[src/rtl/ice_brk_ctl.sv]
// ice_brk_ctl: in-circuit-emulator break/step controller.
// Halts the CPU on an address break or a forced stop request and lets the
// debugger resume it or single-step it a programmable number of bus cycles.
module ice_brk_ctl #(
    parameter int unsigned ADRW = 16,
    parameter int unsigned CNTW = 8
) (
    input  logic            CLK,
    input  logic            RESB,
    input  logic            CPUVALID,
    input  logic [ADRW-1:0] CPUADR,
    input  logic            CPUWR,
    input  logic            CPUPID1,
    input  logic            CPUPID0,
    input  logic            BRKEN,
    input  logic [ADRW-1:0] BRKADR,
    input  logic            BRKWRONLY,
    input  logic            STOPREQ,
    input  logic            GOREQ,
    input  logic            STEPREQ,
    input  logic [CNTW-1:0] STEPNUM,
    output logic            STPST,
    output logic            PID1,
    output logic            PID0,
    output logic            CPUHOLD,
    output logic            BRKHIT,
    output logic [CNTW-1:0] CYCCNT
);

    typedef enum logic [1:0] {
        ST_RUN  = 2'd0,
        ST_PEND = 2'd1,
        ST_STOP = 2'd2,
        ST_STEP = 2'd3
    } state_t;

    localparam logic [CNTW-1:0] CNT_ONE = CNTW'(1);
    localparam logic [CNTW-1:0] CNT_MAX = {CNTW{1'b1}};

    state_t          r_state;
    state_t          w_state_nxt;
    logic [CNTW-1:0] r_stepcnt;
    logic [CNTW-1:0] w_stepcnt_nxt;
    logic            w_match;
    logic            w_brk_take;
    logic            w_cpu_live;

    logic            r_stpst;
    logic            r_pid1;
    logic            r_pid0;
    logic            r_cpuhold;
    logic            r_brkhit;
    logic [CNTW-1:0] r_cyccnt;

    // Address comparator with optional write-only qualification
    assign w_match    = CPUVALID & BRKEN & (CPUADR == BRKADR) & (CPUWR | ~BRKWRONLY);
    // CPU is executing (not held) in RUN and STEP
    assign w_cpu_live = (r_state == ST_RUN) || (r_state == ST_STEP);

    // State and step-counter register
    always_ff @(posedge CLK or negedge RESB) begin
        if (!RESB) begin
            r_state   <= ST_RUN;
            r_stepcnt <= '0;
        end else begin
            r_state   <= w_state_nxt;
            r_stepcnt <= w_stepcnt_nxt;
        end
    end

    // Next-state, step-counter and break-taken decode
    always_comb begin
        w_state_nxt   = r_state;
        w_stepcnt_nxt = r_stepcnt;
        w_brk_take    = 1'b0;
        unique case (r_state)
            ST_RUN: begin
                if (w_match || STOPREQ) begin
                    w_state_nxt = ST_PEND;
                    w_brk_take  = w_match;
                end
            end
            ST_PEND: begin
                w_state_nxt = ST_STOP;
            end
            ST_STOP: begin
                if (GOREQ) begin
                    w_state_nxt = ST_RUN;
                end else if (STEPREQ) begin
                    w_state_nxt   = ST_STEP;
                    w_stepcnt_nxt = (STEPNUM == '0) ? CNT_ONE : STEPNUM;
                end
            end
            ST_STEP: begin
                if (CPUVALID && (r_stepcnt != '0)) begin
                    w_stepcnt_nxt = r_stepcnt - CNT_ONE;
                end
                if (w_match || STOPREQ) begin
                    w_state_nxt = ST_PEND;
                    w_brk_take  = w_match;
                end else if (CPUVALID && (r_stepcnt <= CNT_ONE)) begin
                    w_state_nxt = ST_PEND;
                end
            end
            default: begin
                w_state_nxt = ST_RUN;
            end
        endcase
    end

    // Registered status, hold and break-pulse outputs from the next state
    always_ff @(posedge CLK or negedge RESB) begin
        if (!RESB) begin
            r_stpst   <= 1'b0;
            r_cpuhold <= 1'b0;
            r_brkhit  <= 1'b0;
        end else begin
            r_stpst   <= (w_state_nxt == ST_STOP);
            r_cpuhold <= (w_state_nxt == ST_PEND) || (w_state_nxt == ST_STOP);
            r_brkhit  <= w_brk_take;
        end
    end

    // Process ID tracks the CPU while it executes, frozen while held
    always_ff @(posedge CLK or negedge RESB) begin
        if (!RESB) begin
            r_pid1 <= 1'b0;
            r_pid0 <= 1'b0;
        end else if (w_cpu_live) begin
            r_pid1 <= CPUPID1;
            r_pid0 <= CPUPID0;
        end
    end

    // Saturating bus-cycle counter, cleared on resume
    always_ff @(posedge CLK or negedge RESB) begin
        if (!RESB) begin
            r_cyccnt <= '0;
        end else if ((r_state == ST_STOP) && GOREQ) begin
            r_cyccnt <= '0;
        end else if (w_cpu_live && CPUVALID && (r_cyccnt != CNT_MAX)) begin
            r_cyccnt <= r_cyccnt + CNT_ONE;
        end
    end

    assign STPST   = r_stpst;
    assign PID1    = r_pid1;
    assign PID0    = r_pid0;
    assign CPUHOLD = r_cpuhold;
    assign BRKHIT  = r_brkhit;
    assign CYCCNT  = r_cyccnt;

endmodule

[config.mk]
export PLATFORM = sky130hd
export DESIGN_NAME = ice_brk_ctl
export DESIGN_NICKNAME = d
export VERILOG_FILES = /design/src/rtl/ice_brk_ctl.sv
export SDC_FILE = /design/constraint.sdc
export NUM_CORES = 1
export LEC_CHECK = 0
export ABC_CLOCK_PERIOD_IN_PS = 2350
export CAP_MARGIN = 20
export CELL_PAD_IN_SITES_DETAIL_PLACEMENT = 1
export CELL_PAD_IN_SITES_GLOBAL_PLACEMENT = 2
export CORE_MARGIN = 2
export CORE_UTILIZATION = 24
export DETAILED_ROUTE_END_ITERATION = 10
export PLACE_DENSITY = 0.84
export SLEW_MARGIN = 20
export SYNTH_ARGS = -nofsm -noshare
export SYNTH_HDL_FRONTEND = slang
export SYNTH_SLANG_ARGS = --single-unit
[constraint.sdc]
create_clock -name CLK -period 2.35 [get_ports CLK]
set_input_delay 0.3525 -clock CLK [delete_from_list [all_inputs] [get_ports CLK]]
set_output_delay 0.3525 -clock CLK [all_outputs]
set_load 0.02 [all_outputs]
After elaboration in Yosys (flattened, before gate mapping)
Index checks and enable logic that the tools add are counted.
{ "op_classes": {"eq_ne": 10, "addsub": 2, "order_cmp": 1, "muxes": 15, "n_bitwise": 5, "reduce_logical": 15} }
{ "ops": {"columns": ["operator", "n"], "rows": [
  ["$mux W8", 6],
  ["$eq A16 B16 Y1", 1],
  ["$pmux W8 S2", 1],
  ["$mux W2", 5],
  ["$add A8 B1 Y8 const B", 1],
  ["$le A8 B1 Y1 const B", 1],
  ["$logic_not A8 Y1", 1],
  ["$ne A8 B8 Y1 const B", 1],
  ["$pmux W2 S4", 1],
  ["$reduce_bool A8 Y1", 1],
  ["$sub A8 B1 Y8 const B", 1],
  ["$eq A2 B2 Y1 const B", 3],
  ["$logic_and A1 B1 Y1", 5],
  ["$eq A2 B1 Y1 const B", 2],
  ["$ne A2 B2 Y1 const B", 2],
  ["$reduce_and A4 Y1", 1],
  ["$reduce_bool A2 Y1", 2],
  ["$and A1 B1 Y1", 3],
  ["$logic_or A1 B1 Y1", 3],
  ["$logic_not A2 Y1", 1],
  ["$mux W1", 2],
  ["$ne A2 B1 Y1 const B", 1],
  ["$reduce_or A2 Y1", 1],
  ["$not A1 Y1", 1],
  ["$or A1 B1 Y1", 1]
]} }
{ "totals": {"output_inout_bits": 13, "in_bits": 51, "word_cells": 56, "reg_bits": 23} }

Longest topological paths before layout
Gate-level depths: netlist of run 1.
{ "depth": {"depth_word": 8, "mapped_depth": 9, "depth_no_buf": 9} }

Least setup slack after synthesis of run 1
Ideal clock, no wire load.
{ "synth_timing": {"path_type": "register -> register", "from": "register r_stepcnt[0]", "to": "register r_stepcnt[5]", "setup_ns": 0.122, "required_time_ns": 2.228, "arrival_time_ns": 1.635, "path_stages_with_launch": 8, "n_path_buf": 0, "setup_slack_ns": 0.593, "synth_period_minus_slack_ns": 1.757, "path_cell_list": "dfrtp_1 inv_1 ha_1 nor3b_2 a21bo_1 or3b_4 o221ai_1 nand2_1"} }
{ "synth_via": {"elab_chain_len": 4, "word_cells_on_any_way": 7, "cone_classes": "add/sub (1); eq/ne (1); mux (2); reduce/logical (3)"} }
{ "synth_rtl": {"columns": ["item", "line", "text"], "rows": [
  ["from (decl)", "42", "logic [CNTW-1:0] r_stepcnt;"],
  ["from (signal assigned)", "67", "r_stepcnt <= w_stepcnt_nxt;"],
  ["parallel branches: the longest is 4 deep, another holds $sub A8 B1 Y8", null, null]
]} }
Several ways; the timed one is not identified. The select of a mux whose other input is x is not followed.
A chain may end at the register's enable or synchronous reset.

Worst setup path after layout of run 1
{ "layout_timing": {"from": "register r_stepcnt[0]", "to": "register r_cpuhold (netlist: CPUHOLD)"} }
{ "layout_via": {"elab_chain_len": 7, "word_cells_on_any_way": 8, "cone_classes": "order compare (1); eq/ne (2); mux (3); reduce/logical (2)"} }
{ "layout_rtl": {"columns": ["item", "line", "text"], "rows": [
  ["$le A8 B1 Y1 *", "101", "end else if (CPUVALID && (r_stepcnt <= CNT_ONE)) begin"],
  ["$logic_and A1 B1 Y1 *", "101", null],
  ["$mux W2 *", "101", null],
  ["$mux W2 *", "98", "if (w_match || STOPREQ) begin"],
  ["$pmux W2 S4 *", "76", "unique case (r_state)"],
  ["named net w_state_nxt[1]", "41", "state_t w_state_nxt;"],
  ["$eq A2 B1 Y1 / $eq A2 B2 Y1 (equally long branches)", "119", "r_cpuhold <= (w_state_nxt == ST_PEND) || (w_state_nxt == ST_STOP);"],
  ["$logic_or A1 B1 Y1 *", "119", null],
  ["to (signal assigned)", "119", null],
  ["to (decl)", "51", "logic r_cpuhold;"]
]} }
The timed path passes the listed nets; every way through them passes the cells marked *.

==> summary.md, run 1 <==
| Metric | Value |
|---|---|
| Nets@finish | `295` |
| Setup Skew | `0.00116 ns` |
| Slowest cell on crit path | `dfrtp_1` |
| CP Launch Point | `r_stepcnt[0]$_DFFE_PN0P_` |
| Core ar. | `6030 µm²` |
| PwrDens | `893 nW/µm²` |
| Most common cell after layout, fill and taps aside | `clkdlybuf4s50_1` |
| Worst-Margin Slew | `0.502 ns` |
| CTS tree | `yes` |
| Worst-skew pair later-pin latency | `0.28 ns` |
| Max_slew headroom | `0.656` |
| CTS Sinks | `23` |
| CP endpoint kind | `register` |
| WHS | `0.427 ns` |
| Gr ovfl total | `0` |
| Worst path depth | `8` |
| Antenna cell count | `0` |
| Psw | `0.883 mW` |
| Rows | `28` |
| Cts hold-fix bufs | `0` |
| Max Cap Viol | `0` |
| HP Class | `primary input to async pin` |
| Int Power | `1.17 mW` |
| Die Footprint | `6960 µm²` |
| Placed wire-length estimate | `3310 µm` |
| Setup TNS | `0 ns` |
| CP Data Required Time | `2.58 ns` |
| CP peak stage delay | `0.47 ns` |
| Syn-to-layout area delta | `51.7%` |
| Seq/Total Area, Yosys | `0.380` |
| Netlist cell types | `37` |
| Crit path time final | `1.98 ns` |
| Initial DRT Pass Iterations | `4` |
| H-tree levels | `1` |
| Detailed Route WL | `4070 µm` |
| Initial antenna violation count | `0` |
| Startpoint types | `register` |
| Fin crit share | `0.844` |
| Port buffer count | `63` |
| Mapped Area | `1510 µm²` |
| RSZ-0062 raised after global routing | `false` |
| Vias per Instance | `4.77` |
| Via count | `1,485` |
| Drt initial violations | `74` |
| Die Y | `83.4 µm` |
| GP Congestion | `0.788` |
| Clock tree root buffer cell | `clkbuf_8` |
| Combinational cell fraction of total power | `0.522` |
| Reg2reg setup slack | `0.37 ns` |
| Io pins | `64` |
| Antenna Nets Post-Route | `0` |
| Reg2reg path depth | `8` |
| Crit path DAT | `2.21 ns` |
| Maximum fanout along the worst path | `6` |
| Vias in the first global route | `1,572` |
| Outcome | `finished, final reports clean` |
| Yosys top cell area share | `0.380` |
| Worst path cell trace | `inv_1 > ha_1 > o2111ai_1 > nor3_1 > or3_1 > o21ai_0 > ha_1 > inv_1` |
| Wire length of the first global-routing pass | `6990 µm` |
| # placed instances | `307` |
| Post-CTS Setup Bufs | `0` |
| Syn avg cell area | `8.96 µm²` |
| R2R Path End | `CPUHOLD$_DFF_PN0_` |
| VDD IR max | `0.324 mV` |
| Clock share of power | `0.131` |
| Yosys reg bits | `23` |
| Effective utilization at floorplan | `0.251` |
| Overall routing resource usage | `0.125` |
| Reg clk slew, reported paths | `0.09 ns` |
| Sequential Power Share | `0.347` |
| Largest net degree at the start of global routing | `24` |
| Fmax | `0.504 GHz` |
| Ys Warns | `0` |
| Worst Setup EP | `CPUHOLD$_DFF_PN0_` |
| Hold Fails Final Rpt | `0` |
| Syn Nets | `227` |
| Crit Path Class | `register to register` |
| Largest cells by area after synthesis | `dfrtp_1 38%, xnor2_1 12%, ha_1 5.8%` |
| Family with the most delay on the worst path | `adder cells` |
| Commonest non-fill, non-tap cells in the layout | `63 x clkdlybuf4s50_1, 23 x dfrtp_1, 21 x xnor2_1` |
| Pleak | `0.875 nW` |
| Share of post-route cells with drive strength above 1 | `0.0678` |
| Post-synth top area cell | `dfrtp_1` |
| Buffers and inverters on the worst path | `2` |
| Net Sw Frac | `0.430` |
| # setup viols final | `0` |
| Gate count of the mapped netlist | `169` |
| Residual DRC | `0` |
| Die W | `83.4 µm` |
| Slew Limit Fails | `0` |
| Overall power | `2.05 mW` |
| CTS resizes | `0` |
| Routed len/inst | `13.1 µm` |
| CTS Buffer Depth | `2` |
| Non-Filler Instances | `311` |
| RR Startpoint | `r_stepcnt[0]$_DFFE_PN0P_` |
| CTS Buf Count | `3` |
[cells in the mapped netlist (all sizes together)]
cell type / n
mux2i: 2
or3: 2
or3b: 1
nor3b: 1
inv: 10
nor4: 4
o21a: 1
nand3: 10
nand3b: 1
nor2b: 2
ha: 7
dfrtp: 23
o211ai: 1
buf: 3
nand2: 9
and2: 1
clkbuf: 1
nor2: 16
xnor2: 21
mux2: 3
o21ai: 15
a211oi: 1
xor2: 1
a21o: 1
nand4: 6
a21oi: 11
o221ai: 1
a21bo: 1
nand2b: 3
nor3: 8
o2111ai: 2
[area by class of cell]
cell class                 instances  area (µm²)
fill                             720        3730
clock inverter                     1        7.51
sequential                        23         576
timing repair buffer              67         661
multi-input combinational        132         881
inverter                          10        37.5
clock buffer                       3        41.3
tap                               75        93.8
[sequential cells by signal, summed over array words and instances, names as in the netlist]
register   cells
CYCCNT         8
r_stepcnt      8
r_state        2
BRKHIT         1
CPUHOLD        1
PID0           1
PID1           1
STPST          1
[how the worst min path moves through the flow]
stage	from	endpoint	slack, ns	cells after the start
final	RESB	CYCCNT[2]$_DFFE_PN0P_	0.43	2
after global routing	RESB	CYCCNT[2]$_DFFE_PN0P_	0.45	2
after CTS	RESB	CYCCNT[2]$_DFFE_PN0P_	0.43	2
after detailed placement	PID1$_DFFE_PN0N_	PID1$_DFFE_PN0N_	0.50	1
after global placement	PID0$_DFFE_PN0N_	PID0$_DFFE_PN0N_	0.49	1
after floorplan	RESB	BRKHIT$_DFF_PN0_	0.06	0
[power by group through the flow]
| stage | logic [mW] | clock network, mW | registers, mW |
|---|---|---|---|
| 5_1_grt | 1.20 | 0.295 | 0.735 |
| 2_1_floorplan | 0.611 | 0 | 0.753 |
| 6_report | 1.07 | 0.269 | 0.712 |
| 4_1_cts | 1.09 | 0.283 | 0.712 |
| 3_5_place_dp | 1.08 | 0 | 0.718 |
| 3_3_place_gp | 1.05 | 0 | 0.710 |
[cell families after synthesis]
group                    synth area share
AO/OA/AOI/OAI                       0.132
multiplexers                       0.0355
buffers and inverters              0.0380
flip-flops                          0.380
adder cells (fa/ha/maj)            0.0578
XOR/XNOR                            0.127
AND/OR/NAND/NOR                     0.229
[worst reg2reg max path: stages, from the launching register on]
cell	delay (ns)
dfrtp_1	0.47
inv_1	0.07
ha_1	0.25
o2111ai_1	0.21
nor3_1	0.06
or3_1	0.29
o21ai_0	0.25
ha_1	0.29
inv_1	0.05
[per-stage QoR]
stage,instance area (µm²),setup WS (ns),utilization
floorplan,1510,0.593,-
global placement,2250,0.328,0.373
detailed placement,2250,0.272,0.373
CTS,2300,0.357,0.381
global route,2300,0.209,0.381
finish,2300,0.366,0.381
[metal layers]
metal | GRT usage | routed length [µm] | vias to the layer above
li1 | - | - | 727
met1 | 0.148 | 1760 | 707
met2 | 0.215 | 2000 | 45
met3 | 0.0239 | 219 | 6
met4 | 0.0616 | 92 | 0
met5 | 0 | 0 | -
Power figures use the tool's default switching activity.
==> run 2: changes to the inputs <==
ABC_CLOCK_PERIOD_IN_PS = 1700   (was 2350)
CORE_UTILIZATION = 21   (was 24)
PLACE_DENSITY = 0.78   (was 0.84)
clock period = 1.7 ns   (was 2.35 ns; I/O delays follow)
==> run 2 against run 1 <==
Effect of this change: the flow now finishes with violations (setup timing); critical path depth shrank 1; largest power group unchanged; global-route usage shrank 0.54 points; design area grew 16%; flip-flop and latch count is the same; sequential power grew 35%; combinational power grew 110%; clock power grew 38%; worst setup slack lost 0.45 ns; die area grew 14%; highest routed layer unchanged; largest cell class unchanged.
==> summary.md, run 2 (same netlist as run 1, synthesis figures left out) <==
| Metric | Value |
|---|---|
| VDD IR max | `0.359 mV` |
| CP endpoint kind | `register` |
| Initial DRT Pass Iterations | `4` |
| Int Power | `2.11 mW` |
| Effective utilization at floorplan | `0.220` |
| Largest net degree at the start of global routing | `24` |
| Residual DRC | `0` |
| Fmax | `0.559 GHz` |
| Drt initial violations | `39` |
| Via count | `1,551` |
| Initial antenna violation count | `0` |
| Syn-to-layout area delta | `76.3%` |
| CTS Buf Count | `3` |
| Commonest non-fill, non-tap cells in the layout | `60 x clkdlybuf4s50_1, 29 x buf_4, 23 x dfrtp_1` |
| Slowest cell on crit path | `dfrtp_1` |
| Outcome | `finished, violations left` |
| Vias per Instance | `4.33` |
| Net Sw Frac | `0.406` |
| Worst path cell trace | `ha_2 > o2111ai_2 > nor3_2 > or3_4 > o21ai_4 > ha_1 > inv_1` |
| Buffers and inverters on the worst path | `1` |
| Share of post-route cells with drive strength above 1 | `0.237` |
| Rows | `30` |
| Maximum fanout along the worst path | `4` |
| PwrDens | `1330 nW/µm²` |
| CTS tree | `yes` |
| Die W | `88.9 µm` |
| Max Cap Viol | `0` |
| Detailed Route WL | `4450 µm` |
| CTS Sinks | `23` |
| Placed wire-length estimate | `3590 µm` |
| Port buffer count | `63` |
| Hold Fails Final Rpt | `0` |
| Most common cell after layout, fill and taps aside | `clkdlybuf4s50_1` |
| RSZ-0062 raised after global routing | `true` |
| H-tree levels | `1` |
| Antenna cell count | `0` |
| Setup WS post-layout | `-0.0891 ns` |
| Io pins | `64` |
| # placed instances | `352` |
| Combinational cell fraction of total power | `0.626` |
| Fin crit share | `1.05` |
| Crit path time final | `1.79 ns` |
| HP Class | `primary input to async pin` |
| Die Y | `88.9 µm` |
| # setup viols final | `3` |
| Violated checks | `setup timing` |
| CP Data Required Time | `1.92 ns` |
| Crit path DAT | `2.01 ns` |
| Sequential Power Share | `0.270` |
| Setup Skew | `0.00518 ns` |
| CTS Buffer Depth | `2` |
| Crit Path Class | `register to register` |
| Overall routing resource usage | `0.119` |
| Overall power | `3.56 mW` |
| Wire length of the first global-routing pass | `7400 µm` |
| Slew Limit Fails | `0` |
| Nets@finish | `321` |
| Worst-Margin Slew | `0.381 ns` |
| Die Footprint | `7900 µm²` |
| Pleak | `1.06 nW` |
| GP Congestion | `0.707` |
| Gr ovfl total | `0` |
| Routed len/inst | `12.4 µm` |
| Setup TNS | `-0.206 ns` |
| Psw | `1.44 mW` |
| CP peak stage delay | `0.43 ns` |
| Family with the most delay on the worst path | `simple AND/OR/NAND/NOR gates` |
| Antenna Nets Post-Route | `0` |
| Post-Route Utilization | `0.389` |
| Vias in the first global route | `1,682` |
| Clock share of power | `0.104` |
| Pre-CTS setup slack | `-0.230 ns` |
| Reg clk slew, reported paths | `0.10 ns` |
| Startpoint types | `register` |
| Max_slew headroom | `0.743` |
| Non-Filler Instances | `358` |
| Core ar. | `6870 µm²` |
| Clock tree root buffer cell | `clkbuf_8` |
| Worst-skew pair later-pin latency | `0.27 ns` |
run 2: repair_timing:
| item | CTS | global route |
|---|---|---|
| setup endpoints to repair | 9 | 17 |
| hold buffers | 0 | 0 |
| gates resized for setup | 5 | 26 |
| pin swaps | 1 | 7 |
| buffers inserted | 0 | 2 |
run 2: metal layers:
| layer | share of wire | track usage | up-vias |
|---|---|---|---|
| met4 | 0.013 | 0.0441 | 0 |
| li1 | - | - | 776 |
| met3 | 0.051 | 0.0268 | 4 |
| met1 | 0.44 | 0.137 | 729 |
| met5 | 0 | 0 | - |
| met2 | 0.50 | 0.215 | 42 |
run 2: metrics by stage:
step	hold slack, ns	area, µm²
finish	0.332	2670
global route	0.356	2670
CTS	0.346	2540
detailed placement	0.496	2460
global placement	0.498	2460
floorplan	-0.0406	1520
run 2: cell type report:
| class | instances | area [µm²] |
|---|---|---|
| Timing Repair Buffer | 93 | 867 |
| Tap cell | 96 | 120 |
| Fill cell | 782 | 4200 |
| Clock inverter | 1 | 7.51 |
| Multi-Input combinational cell | 132 | 1020 |
| Sequential cell | 23 | 576 |
| Inverter | 10 | 37.5 |
| Clock buffer | 3 | 41.3 |
run 2: power by group through the flow:
stage / registers [mW] / logic (mW) / clock network, mW
3_5_place_dp: 0.935 / 1.92 / 0
2_1_floorplan: 1.04 / 0.860 / 0
4_1_cts: 0.934 / 1.99 / 0.382
6_report: 0.959 / 2.23 / 0.370
3_3_place_gp: 0.929 / 1.87 / 0
5_1_grt: 0.993 / 2.46 / 0.403
run 2: path summary, 6_finish.rpt:
path	slack, ns	start	end	cells past startpoint
setup / recovery	-0.09	r_stepcnt[0]$_DFFE_PN0P_	CPUHOLD$_DFF_PN0_	7
setup reg to reg	-0.09	r_stepcnt[0]$_DFFE_PN0P_	CPUHOLD$_DFF_PN0_	7
hold reg to reg	0.52	PID1$_DFFE_PN0N_	PID1$_DFFE_PN0N_	1
min in group CLK	0.52	PID1$_DFFE_PN0N_	PID1$_DFFE_PN0N_	1
max in group asynchronous	1.13	RESB	r_stepcnt[0]$_DFFE_PN0P_	2
hold / removal	0.33	RESB	CYCCNT[3]$_DFFE_PN0P_	2
==> run 3: changes to the inputs <==
RECOVER_POWER = 50   (was not set)
==> run 3 against run 2 <==
Effect of this change: register-to-register slack barely moved; critical endpoint unchanged; clock-buffer cell count unchanged; the run still ends with setup timing left; sequential power about the same; worst setup slack got worse by 0.0011 ns; clock skew about the same; first-iteration DRC count down 2.6%; global-route usage did not move.
==> summary.md, run 3 (same netlist as run 1, synthesis figures left out) <==
| Metric | Value |
|---|---|
| HP Class | `primary input to async pin` |
| CP Data Required Time | `1.92 ns` |
| Setup Skew | `0.00541 ns` |
| Vias in the first global route | `1,682` |
| Core ar. | `6870 µm²` |
| Vias per Instance | `4.33` |
| Via count | `1,550` |
| Hold Fails Final Rpt | `0` |
| Reg clk slew, reported paths | `0.10 ns` |
| Max Cap Viol | `0` |
| CTS Buf Count | `3` |
| Die Footprint | `7900 µm²` |
| Residual DRC | `0` |
| Effective utilization at floorplan | `0.220` |
| Rows | `30` |
| Routed len/inst | `12.4 µm` |
| Syn-to-layout area delta | `75.0%` |
| Outcome | `finished, violations left` |
| H-tree levels | `1` |
| CTS Buffer Depth | `2` |
| Gr ovfl total | `0` |
| PwrDens | `1340 nW/µm²` |
| CTS tree | `yes` |
| Reg2reg path depth | `7` |
| Worst-Margin Slew | `0.587 ns` |
| Initial DRT Pass Iterations | `4` |
| Startpoint types | `register` |
| Cts hold-fix bufs | `0` |
| Wire length of the first global-routing pass | `7400 µm` |
| Overall routing resource usage | `0.119` |
| Crit Path Class | `register to register` |
| Most common cell after layout, fill and taps aside | `clkdlybuf4s50_1` |
| Slowest cell on crit path | `dfrtp_1` |
| Detailed Route WL | `4450 µm` |
| Post-Route Utilization | `0.386` |
| Worst path cell trace | `ha_2 > o2111ai_2 > nor3_2 > or3_4 > o21ai_4 > ha_1 > inv_1` |
| Worst path depth | `7` |
| Die W | `88.9 µm` |
| Initial antenna violation count | `0` |
| Commonest non-fill, non-tap cells in the layout | `59 x clkdlybuf4s50_1, 28 x buf_4, 23 x dfrtp_1` |
| CP peak stage delay | `0.43 ns` |
| Fmax | `0.559 GHz` |
| RSZ-0062 raised after global routing | `true` |
| Antenna Nets Post-Route | `0` |
| Non-Filler Instances | `358` |
| # placed instances | `352` |
| Nets@finish | `321` |
| # setup viols final | `3` |
| Worst-skew pair later-pin latency | `0.27 ns` |
| Max_slew headroom | `0.608` |
| Share of post-route cells with drive strength above 1 | `0.233` |
| Clock tree root buffer cell | `clkbuf_8` |
| Drt initial violations | `38` |
| Largest net degree at the start of global routing | `24` |
| GP Congestion | `0.707` |
| Crit path DAT | `2.01 ns` |
| Buffers and inverters on the worst path | `1` |
| Pleak | `1.02 nW` |
| Placed wire-length estimate | `3590 µm` |
| Fin crit share | `1.05` |
| VDD IR max | `0.356 mV` |
| Antenna cell count | `0` |
| Slew Limit Fails | `0` |
| Family with the most delay on the worst path | `simple AND/OR/NAND/NOR gates` |
| CP endpoint kind | `register` |
| CTS Sinks | `23` |
| Crit path time final | `1.79 ns` |
| Setup WS post-layout | `-0.0902 ns` |
| Overall power | `3.55 mW` |
| Die Y | `88.9 µm` |
| Maximum fanout along the worst path | `4` |
| Io pins | `64` |
| Violated checks | `setup timing` |
| Port buffer count | `63` |
run 3: area by class of cell:
cell class / instances / area [µm²]
Fill cell: 783 / 4220
Multi-Input combinational cell: 132 / 1020
Timing Repair Buffer: 93 / 847
Sequential cell: 23 / 576
Tap cell: 96 / 120
Clock buffer: 3 / 41.3
Inverter: 10 / 37.5
Clock inverter: 1 / 7.51
run 3: timing repair:
item,CTS,global route
buffers inserted,0,2
endpoints found under the setup margin,9,17
resized for setup,5,26
pin swaps,1,7
run 3: layer usage:
metal  track usage  vias to the layer above  wire (µm)
met4        0.0441                        0         59
met5             0                        -          0
met3        0.0268                        4        225
li1              -                      775          -
met2         0.215                       42       2220
met1         0.137                      729       1940
run 3: per-stage QoR:
step / hold slack, ns / TNS (ns) / setup slack, ns / instance area (µm²)
CTS: 0.346 / -0.293 / -0.0973 / 2540
detailed placement: 0.496 / -2.24 / -0.230 / 2460
floorplan: -0.0406 / 0 / 0.00655 / 1520
global route: 0.533 / -0.558 / -0.167 / 2650
finish: 0.502 / -0.207 / -0.0902 / 2650
global placement: 0.498 / -1.50 / -0.172 / 2460
run 3: final timing paths:
kind | startpoint | to | slack, ns
max in group asynchronous | RESB | r_stepcnt[0]$_DFFE_PN0P_ | 0.81
worst min register to register | PID1$_DFFE_PN0N_ | PID1$_DFFE_PN0N_ | 0.52
worst max-delay path | r_stepcnt[0]$_DFFE_PN0P_ | CPUHOLD$_DFF_PN0_ | -0.09
worst max register to register | r_stepcnt[0]$_DFFE_PN0P_ | CPUHOLD$_DFF_PN0_ | -0.09
min in group CLK | PID1$_DFFE_PN0N_ | PID1$_DFFE_PN0N_ | 0.52
worst min-delay path | RESB | CYCCNT[3]$_DFFE_PN0P_ | 0.50
run 3: power breakdown:
part           internal (mW)  leakage, nW  total, mW  switching [mW]
Sequential             0.754        0.286      0.958           0.204
Clock                  0.166       0.0217      0.370           0.204
Combinational           1.18        0.714       2.22            1.04
